## config.mk

```make
export PLATFORM = sky130hd
export DESIGN_NAME = cordic_op_scheduler
export DESIGN_NICKNAME = d
export VERILOG_FILES = /design/src/rtl/cordic_sched_pkg.sv /design/src/rtl/rr_arbiter.sv /design/src/rtl/cordic_op_scheduler.sv
export SDC_FILE = /design/constraint.sdc
export NUM_CORES = 1
export LEC_CHECK = 0
export BUFFER_PORTS_ARGS = -buffer_cell sky130_fd_sc_hd__buf_4
export CAP_MARGIN = 20
export CORE_ASPECT_RATIO = 0.75
export CORE_UTILIZATION = 50
export DETAILED_ROUTE_END_ITERATION = 16
export PLACE_DENSITY = 0.86
export SYNTH_ARGS = -nofsm -noshare
export SYNTH_HDL_FRONTEND = slang
export SYNTH_HIERARCHICAL = 1
export SYNTH_SLANG_ARGS = --single-unit
```

## constraint.sdc

```tcl
create_clock -name clk -period 6.2 [get_ports clk]
set_input_delay 0.93 -clock clk [delete_from_list [all_inputs] [get_ports clk]]
set_output_delay 0.93 -clock clk [all_outputs]
set_load 0.02 [all_outputs]
```

## src/rtl/cordic_sched_pkg.sv

```systemverilog
// Shared definitions for the CORDIC operation scheduler: func codes, legality
// check, FSM state encoding and the default iteration latency.
package cordic_sched_pkg;

  localparam logic [3:0] FUNC_EXP     = 4'h0;
  localparam logic [3:0] FUNC_SINH    = 4'h1;
  localparam logic [3:0] FUNC_COSH    = 4'h2;
  localparam logic [3:0] FUNC_TANH    = 4'h3;
  localparam logic [3:0] FUNC_LN      = 4'h4;
  localparam logic [3:0] FUNC_SQRT    = 4'h5;
  localparam logic [3:0] FUNC_ARCTANH = 4'h7;
  localparam logic [3:0] FUNC_IDLE    = 4'hF;

  localparam int DEFAULT_LAT = 17;

  typedef enum logic [1:0] {
    S_IDLE,
    S_LAUNCH,
    S_WAIT,
    S_RESP
  } state_e;

  function automatic logic is_legal_func(input logic [3:0] f);
    case (f)
      FUNC_EXP, FUNC_SINH, FUNC_COSH, FUNC_TANH,
      FUNC_LN, FUNC_SQRT, FUNC_ARCTANH: return 1'b1;
      default:                          return 1'b0;
    endcase
  endfunction

endpackage

```

## src/rtl/rr_arbiter.sv

```systemverilog
// Combinational round-robin selector: first set request at or above rr_ptr_i,
// wrapping, reported as a one-hot grant and an encoded index.
module rr_arbiter #(
  parameter int N_REQ = 4,
  parameter int ID_W  = $clog2(N_REQ)
) (
  input  logic [N_REQ-1:0] req_i,
  input  logic [ID_W-1:0]  rr_ptr_i,
  input  logic             en_i,
  output logic [N_REQ-1:0] gnt_o,
  output logic [ID_W-1:0]  id_o,
  output logic             valid_o
);

  always_comb begin
    int   idx;
    logic found;
    // NOTE: every combinational output gets a default first so no latch is inferred.
    gnt_o   = '0;
    id_o    = '0;
    valid_o = 1'b0;
    found   = 1'b0;
    idx     = 0;
    for (int i = 0; i < N_REQ; i++) begin
      idx = int'(rr_ptr_i) + i;
      if (idx >= N_REQ) idx = idx - N_REQ;
      if (en_i && !found && req_i[idx]) begin
        found      = 1'b1;
        gnt_o[idx] = 1'b1;
        id_o       = ID_W'(idx);
      end
    end
    valid_o = found;
  end

endmodule

```

## src/rtl/cordic_op_scheduler.sv

```systemverilog
// Round-robin scheduler sharing one bank of CORDIC units over a common result bus.
// Optional per-requester completed-op counters: define CORDIC_SCHED_STATS_EN.
module cordic_op_scheduler
  import cordic_sched_pkg::*;
#(
  parameter int N_REQ  = 4,
  parameter int DATA_W = 16,
  parameter int RES_W  = 32,
  parameter int LAT    = DEFAULT_LAT
) (
  input  logic                      clk,
  input  logic                      rst_n,
  input  logic [N_REQ-1:0]          req,
  input  logic [4*N_REQ-1:0]        req_func,
  input  logic [DATA_W*N_REQ-1:0]   req_x,
  input  logic [DATA_W*N_REQ-1:0]   req_y,
  output logic [N_REQ-1:0]          gnt,
  output logic                      resp_valid,
  output logic [$clog2(N_REQ)-1:0]  resp_id,
  output logic [RES_W-1:0]          resp_data,
  output logic                      resp_err,
  output logic                      st,
  output logic [3:0]                func,
  output logic [DATA_W-1:0]         x_1,
  output logic [DATA_W-1:0]         y_1,
  input  logic [RES_W-1:0]          result
`ifdef CORDIC_SCHED_STATS_EN
  ,
  output logic [16*N_REQ-1:0]       op_count
`endif
);

  localparam int ID_W  = $clog2(N_REQ);
  localparam int CNT_W = $clog2(LAT + 1);

  state_e              state_q;
  logic [ID_W-1:0]     rr_ptr_q, op_id_q, resp_id_q;
  logic                op_legal_q, gnt_st_q, resp_valid_q, resp_err_q;
  logic [CNT_W-1:0]    cnt_q;
  logic [N_REQ-1:0]    gnt_q;
  logic [3:0]          func_q;
  logic [DATA_W-1:0]   x_q, y_q;
  logic [RES_W-1:0]    resp_data_q;

  logic [N_REQ-1:0]    arb_gnt;
  logic [ID_W-1:0]     arb_id;
  logic                arb_valid;
  logic [3:0]          sel_func;
  logic [DATA_W-1:0]   sel_x, sel_y;

  rr_arbiter #(.N_REQ(N_REQ), .ID_W(ID_W)) u_arb (
    .req_i    (req),
    .rr_ptr_i (rr_ptr_q),
    .en_i     (state_q == S_IDLE),
    .gnt_o    (arb_gnt),
    .id_o     (arb_id),
    .valid_o  (arb_valid)
  );

  assign sel_func = req_func[int'(arb_id)*4 +: 4];
  assign sel_x    = req_x[int'(arb_id)*DATA_W +: DATA_W];
  assign sel_y    = req_y[int'(arb_id)*DATA_W +: DATA_W];

`ifdef CORDIC_SCHED_STATS_EN
  logic [15:0] op_cnt_q [N_REQ];
  for (genvar g = 0; g < N_REQ; g++) begin : g_op_count
    assign op_count[g*16 +: 16] = op_cnt_q[g];
  end
`endif

  // Outputs are registered one cycle ahead so gnt/st/func line up with LAUNCH.
  always_ff @(posedge clk) begin
    // NOTE: all state uses non-blocking assignments; reset is sampled on the clock edge.
    if (!rst_n) begin
      state_q      <= S_IDLE;
      rr_ptr_q     <= '0;
      op_id_q      <= '0;
      op_legal_q   <= 1'b0;
      cnt_q        <= '0;
      gnt_q        <= '0;
      gnt_st_q     <= 1'b0;
      func_q       <= FUNC_IDLE;
      x_q          <= '0;
      y_q          <= '0;
      resp_valid_q <= 1'b0;
      resp_id_q    <= '0;
      resp_data_q  <= '0;
      resp_err_q   <= 1'b0;
`ifdef CORDIC_SCHED_STATS_EN
      for (int i = 0; i < N_REQ; i++) op_cnt_q[i] <= '0;
`endif
    end else begin
      gnt_q        <= '0;
      gnt_st_q     <= 1'b0;
      resp_valid_q <= 1'b0;
      case (state_q)
        S_IDLE: begin
          if (arb_valid) begin
            op_id_q    <= arb_id;
            op_legal_q <= is_legal_func(sel_func);
            gnt_q      <= arb_gnt;
            state_q    <= S_LAUNCH;
            if (is_legal_func(sel_func)) begin
              gnt_st_q <= 1'b1;
              func_q   <= sel_func;
              x_q      <= sel_x;
              y_q      <= sel_y;
            end
          end
        end
        S_LAUNCH: begin
          rr_ptr_q <= (op_id_q == ID_W'(N_REQ - 1)) ? '0 : op_id_q + ID_W'(1);
          if (op_legal_q) begin
            cnt_q   <= CNT_W'(1);
            state_q <= S_WAIT;
          end else begin
            resp_err_q   <= 1'b1;
            resp_data_q  <= '0;
            resp_id_q    <= op_id_q;
            resp_valid_q <= 1'b1;
            state_q      <= S_RESP;
          end
        end
        S_WAIT: begin
          cnt_q <= cnt_q + CNT_W'(1);
          if (cnt_q == CNT_W'(LAT)) begin
            resp_data_q  <= result;
            resp_err_q   <= 1'b0;
            resp_id_q    <= op_id_q;
            resp_valid_q <= 1'b1;
            func_q       <= FUNC_IDLE;
            state_q      <= S_RESP;
          end
        end
        S_RESP: begin
          state_q <= S_IDLE;
`ifdef CORDIC_SCHED_STATS_EN
          if (!resp_err_q && op_cnt_q[op_id_q] != 16'hFFFF)
            op_cnt_q[op_id_q] <= op_cnt_q[op_id_q] + 16'd1;
`endif
        end
        default: state_q <= S_IDLE;
      endcase
    end
  end

  assign gnt        = gnt_q;
  assign st         = gnt_st_q;
  assign func       = func_q;
  assign x_1        = x_q;
  assign y_1        = y_q;
  assign resp_valid = resp_valid_q;
  assign resp_id    = resp_id_q;
  assign resp_data  = resp_data_q;
  assign resp_err   = resp_err_q;

endmodule

```

==> results.md, run 1 <==
* Syn Std Cell Area at 5177 um2
* Seq/Total Area, Yosys at 34.41%
* Critical Path Start Type: register
* Final Slew Violations at 0
* Int Pwr at around 1.9 mW
* Die Width at 119.5 um
* Worst path required time at roughly 6.4 ns
* RR Endpoint: y_1[0]
* Mapped Nets at 743
* Reg-to-reg startpoint: rr_ptr_q[0]
* Clock power frac at 14.7%
* Async set-or-reset flop fraction in the synthesized netlist at 0%
* Outcome: completed
* Post-synth EDFFs at 0
* CTS Hold Bufs at 0
* First-pass GRT wire length at 26870 um
* Antenna Nets Post-Route at 0
* Seq pwr share at between 20% and 30%
* Main synth FF type: dfxtp_1
* Count of cell types in the netlist at 60
* Core Box Area at 9852 um2
* Hold Path Class: register to register
* Most numerous cell in the Yosys netlist: dfxtp_1
* Layout Nets at 968
* Syn Inst Count at 548
* Setup Buffers After CTS at 0
* GP Congestion at 0.9235
* Clock Skew at 0.005453 ns
* Largest area contributor in the netlist: dfxtp_1
* Clock transition at path regs at around 0.06 ns
* Critical path's slowest cell: dfxtp_1
* Crit. Startpoint: rr_ptr_q[0]
* Inserted Diodes at 0
* Top Ports at 259
* Sink Count at 89
* DRT Pass-1 Iters at 5
* Data arrival time of the critical path at 5.12 ns
* Worst vdd ir at between 0.3 and 0.4 mV
* Layout area overhead at 42.36%
* CP Class: register to register
* Switching Power at 1.489 mW
* CP Cell Sequence: inv_1 > ha_1 > nor2b_1 > nand3_1 > a221oi_1 > o21ai_0 > o31ai_4 > buf_4 > nand3_1 > o22ai_2 > buf_4 > and2_4 > o21ai_0
* Synth warn at 6
* All-Layer GR Usage at 31.79%
* Vias at 5431
* Crit path max fanout at 38
* #FFs+latches synth at 89
* Avg Vias per Cell at 5.968
* CTS buffer count at 9
* Setup TNS at 0 ns
* Non-filler cells, final at 910
* Number of cell rows at 31
* FMAX at between 0.2 and 0.25 GHz
* I/O Buffers at 258
* Clock Latency Late Sink at 0.34 ns
* CP max stage delay at roughly 0.8 ns
* Crit path time final at just under 5 ns
* Vias in the first global route at roughly 5.2k
* Post-synth top area share at 34.41%
* PwrDens at 456.7 nW/um2
* Worst slew margin at 32.05%
* Inst Count DP at 893
* Most frequent cells after synthesis: 89 x dfxtp_1, 79 x nand2_1, 45 x a21oi_1, 37 x nand3_1, 36 x mux4_2
* WL/cell at roughly 19 um
* Initial Util at 52.55%
* CP Capture Type: register
* Initial DRC Count at 502
* Clock Tree Buf Depth at 2
* R2R cell count at 13
* Synthesized area per cell at 9.448 um2
* R2R Setup Slk at 1.28 ns
* Root Driver: clkbuf_16
* CTS tree: built
* Slew @ Worst Pin at 1.019 ns
* Multi-input logic area at between 3000 and 4000 um2
* Top cells by area, synth: dfxtp_1 34%, mux4_2 16%, nand2_1 5.7%
* Hold Slack at roughly 0.45 ns
* Largest net degree at the start of global routing at 79
* Final hold violation count at 0
* Worst Setup EP: y_1[0]
* Share of layout cells above drive strength 1 at 47.43%
* # fillers at 718
* Overflow after GRT at 0
* Leak at 3.089 nW
* Total power at 3.366 mW
* Logic pwr share at 60.6%
* Hold_sp: resp_data[4]
* PostCTS Resize Cnt at 0
* Initial antenna violation count at 0
* DRC at 0
* DP Wirelength at 12980 um
* Setup-failing EPs final at 0
* Max Cap Viol at 0
* RSZ-0062 raised after global routing: no
* Storage cell area at 1782 um2
* Routed WL at 17030 um
* Die span in y at 90.13 um
* CTS HTree Levels at 3
* Full die area at 10770 um2
* Period Utilization, post-route at 79.30%
* Net Sw Frac at between 40% and 50%
-- power by group through the flow --
stage                     combinational (mW)  sequential, mW  clock [mW]
after floorplan                         1.36           0.962           0
after global placement                  1.92           0.835           0
after detailed placement                1.98           0.841           0
after CTS                               1.99           0.830       0.502
after global routing                    2.18           0.848       0.528
final                                   2.04           0.833       0.494
-- worst max-delay path, delay by kind of cell (launching register included) --
kind	cells	cell delay, ns
simple gates	4	1.28
flops	1	0.80
compound gates	5	1.02
fa+ha+maj	1	0.52
buf+inv	3	1.08
-- logic make-up after synthesis --
| kind of cell | count (synthesis) | share of synthesized area [%] |
|---|---|---|
| mux | 50 | 18.54 |
| compound gates | 133 | 18.12 |
| simple gates | 199 | 19.55 |
| flops | 89 | 34.41 |
| xor+xnor | 1 | 0.1692 |
| buf+inv | 63 | 6.066 |
| fa+ha+maj | 13 | 3.142 |
-- area by class of cell --
type	count	share of cell area, %
repair buffers	264	27.16
clock inverters	2	0.1867
flip-flops and latches	89	24.17
multi-input cells	396	42.13
inverters	13	0.6620
clock buffers	14	3.446
well taps	132	2.241
-- stage by stage --
step	utilization [%]	area, um2	setup slack [ns]
2_1_floorplan	-	5177	2.805
3_3_place_gp	71.82	7076	1.672
3_5_place_dp	71.82	7076	1.382
4_1_cts	74.54	7343	1.340
5_1_grt	74.82	7371	0.9701
6_report	74.82	7371	1.284
-- worst min-delay path by stage --
| stage | slack, ns | cells past startpoint | to |
|---|---|---|---|
| after floorplan | 0.45 | 2 | resp_id[1] |
| after global placement | 0.44 | 2 | resp_data[1] |
| after detailed placement | 0.44 | 2 | resp_data[4] |
| after CTS | 0.45 | 2 | resp_data[4] |
| after global routing | 0.47 | 2 | resp_data[4] |
| final | 0.45 | 2 | resp_data[4] |
-- layout by cell type, fill, tap and decap left out, drive strengths merged, types with 4 or more instances in the layout --
cell    instances
nor2           13
inv            12
and2            4
mux2i           7
nor4            4
a21oi          46
o21ai          50
nand2          79
buf           264
nor3            6
mux2            7
a32o            4
nand4          33
dfxtp          89
clkbuf         14
a22oi           4
a221o           4
mux4           36
nand3          37
a31oi           5
ha             13
and3            7
-- state kept, by name, summed over array words and instances, names as in the netlist --
signal and count:
resp_data 32, x_1 16, y_1 16, cnt_q 5, func 4, gnt 4, op_id_q 2, resp_id 2
rr_ptr_q 2, state_q 2, op_legal_q 1, resp_err 1, resp_valid 1, st 1
-- layer usage --
metal  wire length [um]  global-route usage, %  vias up
met2               8162                  51.06      254
met4                614                  11.46        0
met5                  0                      0        -
li1                   -                      -     2502
met1               6838                  39.28     2620
met3               1411                  11.17       55
Note: power is estimated with default switching activity, not from simulation.
==> run 2, diff against run 1 <==
--- a/config.mk
+++ b/config.mk
@@ -8,9 +8,9 @@
 export BUFFER_PORTS_ARGS = -buffer_cell sky130_fd_sc_hd__buf_4
 export CAP_MARGIN = 20
 export CORE_ASPECT_RATIO = 0.75
-export CORE_UTILIZATION = 50
+export CORE_UTILIZATION = 47
 export DETAILED_ROUTE_END_ITERATION = 16
-export PLACE_DENSITY = 0.86
+export PLACE_DENSITY = 0.82
 export SYNTH_ARGS = -nofsm -noshare
 export SYNTH_HDL_FRONTEND = slang
 export SYNTH_HIERARCHICAL = 1
==> constraint.sdc (replaced) <==
create_clock -name clk -period 5 [get_ports clk]
set_input_delay 0.75 -clock clk [delete_from_list [all_inputs] [get_ports clk]]
set_output_delay 0.75 -clock clk [all_outputs]
set_load 0.02 [all_outputs]
==> results.md, run 2 (synthesis results as in run 1) <==
* Commonest non-fill, non-tap cell in the layout: buf_4
* DRT Pass-1 Iters at 4
* Vias in the first global route at 5117
* Number of cell rows at 32
* Layout Nets at a little under 1k
* Int Pwr at 2.437 mW
* Storage cell area at around 1800 um2
* I/O Buffers at ~260
* FMAX at 0.2244 GHz
* CP Class: register to register
* WL/cell at 18.67 um
* Clock transition at path regs at 0.06 ns
* Setup-failing EPs final at 0
* All-Layer GR Usage at slightly below 30%
* CTS buffer count at 9
* Top Ports at 259
* Die span in y at ~93 um
* Net Sw Frac at 43.60%
* Multi-input logic area at 3105 um2
* # fillers at 811
* CTS Hold Bufs at 0
* PwrDens at 581.0 nW/um2
* Critical Path Start Type: register
* Leak at between 3 and 4 nW
* Full die area at 11440 um2
* Most frequent cells in the layout: 267 x buf_4, 89 x dfxtp_1, 79 x nand2_1
* Clock Skew at approximately 0.0037 ns
* Crit path time final at 4.455 ns
* First-pass GRT wire length at 26290 um
* Max Cap Viol at 0
* Sink Count at 89
* Antenna Nets Post-Route at 0
* Root Driver: clkbuf_16
* Initial Util at 49.36%
* Layout area overhead at 43.64%
* Initial DRC Count at ~300
* Worst path required time at 5.20 ns
* Max reg flops at 32
* Setup TNS at 0 ns
* DP Wirelength at 12820 um
* CTS HTree Levels at 3
* Share of layout cells above drive strength 1 at a little under half
* Period Utilization, post-route at about nine tenths
* Seq pwr share at 23.8%
* Core Box Area at 10490 um2
* Inst Count DP at 901
* CP Capture Type: register
* Vias at 5407
* Switching Power at 1.884 mW
* Worst slew margin at around 34%
* Final hold violation count at 0
* Initial antenna violation count at 0
* DRC at 0
* Logic pwr share at 59.6%
* Clock Latency Late Sink at 0.34 ns
* Overflow after GRT at 0
* Worst vdd ir at 0.3233 mV
* Die Width at 123.2 um
* Largest net degree at the start of global routing at 79
* Inserted Diodes at 0
* CTS tree: built
* Final Slew Violations at 0
* Slew @ Worst Pin at 0.9960 ns
* Hold Path Class: register to register
* RSZ-0062 raised after global routing: no
* GP Congestion at 0.9592
* PostCTS Resize Cnt at 0
* Avg Vias per Cell at 5.896
* Setup Buffers After CTS at 0
* Outcome: completed
* Routed WL at 17120 um
* Crit path max fanout at 32
* Data arrival time of the critical path at roughly 4.7 ns
* Clock power frac at between 10% and 20%
* Clock Tree Buf Depth at 2
* Non-filler cells, final at 917
## run 2: changes by cell type in the layout (fill, tap and decap cells not counted), sizes merged
cell    change
buf         +4
clkinv      -1
bufinv      +2
clkbuf      -2
## run 2: path summary, 6_finish.rpt
kind,startpoint,end,slack (ns),cells past startpoint
worst min register to register,resp_data[21],resp_data[21],0.45,2
worst max-delay path,rr_ptr_q[0],y_1[0],0.54,11
worst max register to register,rr_ptr_q[0],y_1[0],0.54,11
worst min-delay path,resp_data[21],resp_data[21],0.45,2
## run 2: final cells by class
class	count	area share, %
clock buffer	12	3.314
clock inverter	3	0.8748
inverter	13	0.6561
multi-input combinational	396	41.76
sequential	89	23.96
tap	136	2.288
timing repair buffer	268	27.15
## run 2: power groups by stage
stage / sequential [mW] / combinational [mW] / clock, mW
floorplan: 1.19 / 1.69 / 0
global placement: 1.03 / 2.44 / 0
detailed placement: 1.04 / 2.53 / 0
CTS: 1.03 / 2.54 / 0.723
global route: 1.05 / 2.75 / 0.754
finish: 1.03 / 2.57 / 0.717
## run 2: through the flow
step	hold WS [ns]	util [%]	setup WS [ns]	cell area, um2	power, mW
after floorplan	0.4488	-	1.605	5177	2.883
after detailed placement	0.4451	67.78	0.6155	7111	3.566
final	0.4519	70.90	0.5445	7437	4.321
after global routing	0.4711	70.90	0.2518	7437	4.551
after CTS	0.4517	70.75	0.5916	7422	4.294
after global placement	0.4395	67.78	0.9068	7111	3.472
## run 2: metal layers
metal | part of all wire [%] | vias up | GRT usage, %
met5 | 0 | - | 0
met1 | 42 | 2627 | 39.26
li1 | - | 2519 | -
met4 | 2.6 | 0 | 10.34
met2 | 49 | 224 | 47.39
met3 | 6.5 | 37 | 6.712
## run 2: worst max-delay path, cell delays in order (launching register included)
cell and delay [ns]:
dfxtp_1 0.79, inv_1 0.24, ha_1 0.61, nand2_1 0.16
a2bb2oi_2 0.21, nor2_2 0.22, nor3_1 0.12, nor2_4 0.46
mux4_2 0.65, nand3b_4 0.11, and2_4 0.49, o21ai_0 0.18
==> run 3, diff against run 2 <==
--- a/config.mk
+++ b/config.mk
@@ -5,12 +5,13 @@
 export SDC_FILE = /design/constraint.sdc
 export NUM_CORES = 1
 export LEC_CHECK = 0
+export ABC_AREA = 1
 export BUFFER_PORTS_ARGS = -buffer_cell sky130_fd_sc_hd__buf_4
 export CAP_MARGIN = 20
 export CORE_ASPECT_RATIO = 0.75
-export CORE_UTILIZATION = 47
+export CORE_UTILIZATION = 46
 export DETAILED_ROUTE_END_ITERATION = 16
-export PLACE_DENSITY = 0.82
+export PLACE_DENSITY = 0.81
 export SYNTH_ARGS = -nofsm -noshare
 export SYNTH_HDL_FRONTEND = slang
 export SYNTH_HIERARCHICAL = 1
==> constraint.sdc (replaced) <==
create_clock -name clk -period 5 [get_ports clk]
set_input_delay 0.25 -clock clk [delete_from_list [all_inputs] [get_ports clk]]
set_output_delay 0.25 -clock clk [all_outputs]
set_load 0.02 [all_outputs]
==> results.md, run 3 <==
* Outcome: completed
* Leak at 3.237 nW
* Critical path's slowest cell: dfxtp_1
* Sink Count at 89
* Layout Nets at 1152
* CTS buffer count at 9
* Top cells by area, synth: dfxtp_1 36%, nand2_1 10%, o21ai_0 7.5%
* CTS Hold Bufs at 0
* DP Wirelength at 12500 um
* Core Box Area at approximately 10000 um2
* CP max stage delay at about 0.57 ns
* Mapped Nets at 929
* Max reg flops at 32
* Data arrival time of the critical path at 4.31 ns
* Main combinational cell family by area after synthesis: simple AND/OR/NAND/NOR gates
* CP Cell Sequence: inv_2 > ha_1 > inv_1 > nand3_1 > nand2_1 > nor2_1 > nand4_1 > nand2_2 > buf_4 > nand2_1 > nand3_1 > nand2_2 > nand3_4 > nand2_1 > a21oi_1
* Overflow after GRT at 0
* Die Width at between 100 and 150 um
* #FFs+latches synth at 89
* RSZ-0062 raised after global routing: no
* FMAX at approximately 0.25 GHz
* First-pass GRT wire length at 26650 um
* Initial DRC Count at 427
* Initial antenna violation count at 0
* Clock Tree Buf Depth at 2
* GP Congestion at 0.9231
* Commonest non-fill, non-tap cell in the layout: buf_4
* I/O Buffers at 258
* Cell mode on critical path: nand2_1
* Synth warn at 6
* CP Class: register to register
* PostCTS Resize Cnt at 0
* Crit path time final at 4.035 ns
* Crit path buffers/inverters at 3
* Count of cell types in the netlist at 28
* Most frequent cells after synthesis: 138 x nand2_1, 90 x nor2_1, 89 x dfxtp_1, 75 x o21ai_0, 73 x a21oi_1
* Syn Std Cell Area at 5002 um2
* Share of layout cells above drive strength 1 at 32.22%
* Synthesized area per cell at 6.815 um2
* Clock transition at path regs at about 0.070 ns
* Largest net degree at the start of global routing at 51
* Syn Inst Count at 734
* Critical Path Start Type: register
* CTS tree: built
* Vias in the first global route at 5376
* Largest area contributor in the netlist: dfxtp_1
* Max Cap Viol at 0
* Setup Buffers After CTS at 0
* Initial Util at 48.05%
* Most frequent cells in the layout: 264 x buf_4, 137 x nand2_1, 90 x nor2_1
* PwrDens at ~700 nW/um2
* Layout area overhead at 43.82%
* Full die area at about 11000 um2
* Routed WL at 17050 um
* Proportion of synthesized area in mux cells at 0%
* Final Slew Violations at 0
* Worst vdd ir at 0.5204 mV
* Synth Area in Compound Gates at approximately 20%
* Setup TNS at 0 ns
* All-Layer GR Usage at 29.99%
* Setup-failing EPs final at 0
* Worst path required time at around 5.3 ns
* Crit path max fanout at 38
* Main synth FF type: dfxtp_1
* Hold Slack at 0.1791 ns
* Slew @ Worst Pin at roughly 1 ns
* DRT Pass-1 Iters at 5
* Fraction of the mapped netlist area in adder cells at 3.252%
* Post-route core utilization at 69.11%
* Simple-gate share of the synthesized area at 32.99%
* DRC at 0
* Vias at 6025
* Clock Skew at 0.006085 ns
* Total power at 5.053 mW
* Root Driver: clkbuf_16
* Post-synth top area share at approximately 36%
* Die span in y at about 92 um
* CP Capture Type: register
* Inst Count DP at between 1k and 1.5k
* Most numerous cell in the Yosys netlist: nand2_1
* Non-filler cells, final at 1098
* Crit-path leading delay family: simple AND/OR/NAND/NOR gates
* Seq/Total Area, Yosys at 35.62%
* Period Utilization, post-route at approximately four fifths
* CTS HTree Levels at 3
* Number of cell rows at 32
* Top Ports at 259
* Post-Synth XOR/XNOR Area at 0%
* Final hold violation count at 0
* WL/cell at approximately 16 um
* Hold Path Class: input port to register
* Inserted Diodes at 0
* Avg Vias per Cell at 5.487
* Clock Latency Late Sink at 0.34 ns
* Antenna Nets Post-Route at 0
* Post-synth EDFFs at 0
* Async set-or-reset flop fraction in the synthesized netlist at 0%
* Worst slew margin at about a third
==> run 3: logic make-up (layout without fill, tap and decap cells) <==
kind of cell,after synthesis,after routing
buf+inv,93,321
flops,89,89
compound gates,187,187
simple gates,352,352
fa+ha+maj,13,13
==> run 3: cell type report <==
| type | count | area [um2] |
|---|---|---|
| Clock buffer | 11 | 242.7 |
| Clock inverter | 5 | 63.81 |
| Fill cell | 921 | 3216 |
| Inverter | 41 | 158.9 |
| Multi-Input combinational cell | 552 | 2795 |
| Sequential cell | 89 | 1782 |
| Tap cell | 136 | 170.2 |
| Timing Repair Buffer | 264 | 1982 |
==> run 3: tightest hold or removal path, stage by stage <==
cell	delay, ns
buf_4	0.11
nand3_1	0.07
a21oi_1	0.05
==> run 3: final timing paths <==
check / startpoint / end / slack (ns) / cells past startpoint
setup reg to reg: rr_ptr_q[0] / x_1[10] / 0.96 / 15
setup / recovery: rr_ptr_q[0] / x_1[10] / 0.96 / 15
hold / removal: result[12] / resp_data[12] / 0.18 / 3
hold reg to reg: resp_data[12] / resp_data[12] / 0.46 / 2
==> run 3: metrics by stage <==
step / instance area (um2) / setup slack, ns
floorplan: 5002 / 2.278
global placement: 6888 / 1.221
detailed placement: 6888 / 1.052
CTS: 7194 / 1.050
global route: 7194 / 0.4755
finish: 7194 / 0.9649
==> run 3: metal layers <==
layer  wire length (um)  vias up  share of wire, %  GRT usage [%]
met3               1041       25               6.1          6.650
met4                277        0               1.6          8.841
met5                  0        -                 0              0
met1               7560     2809                44          39.36
li1                   -     2964                 -              -
met2               8172      227                48          48.92
==> run 3: report_power, final <==
part / switching [mW] / total, mW / internal [mW]
Combinational: 2.37 / 3.43 / 1.06
Clock: 0.294 / 0.699 / 0.405
Sequential: 0.0803 / 0.922 / 0.841
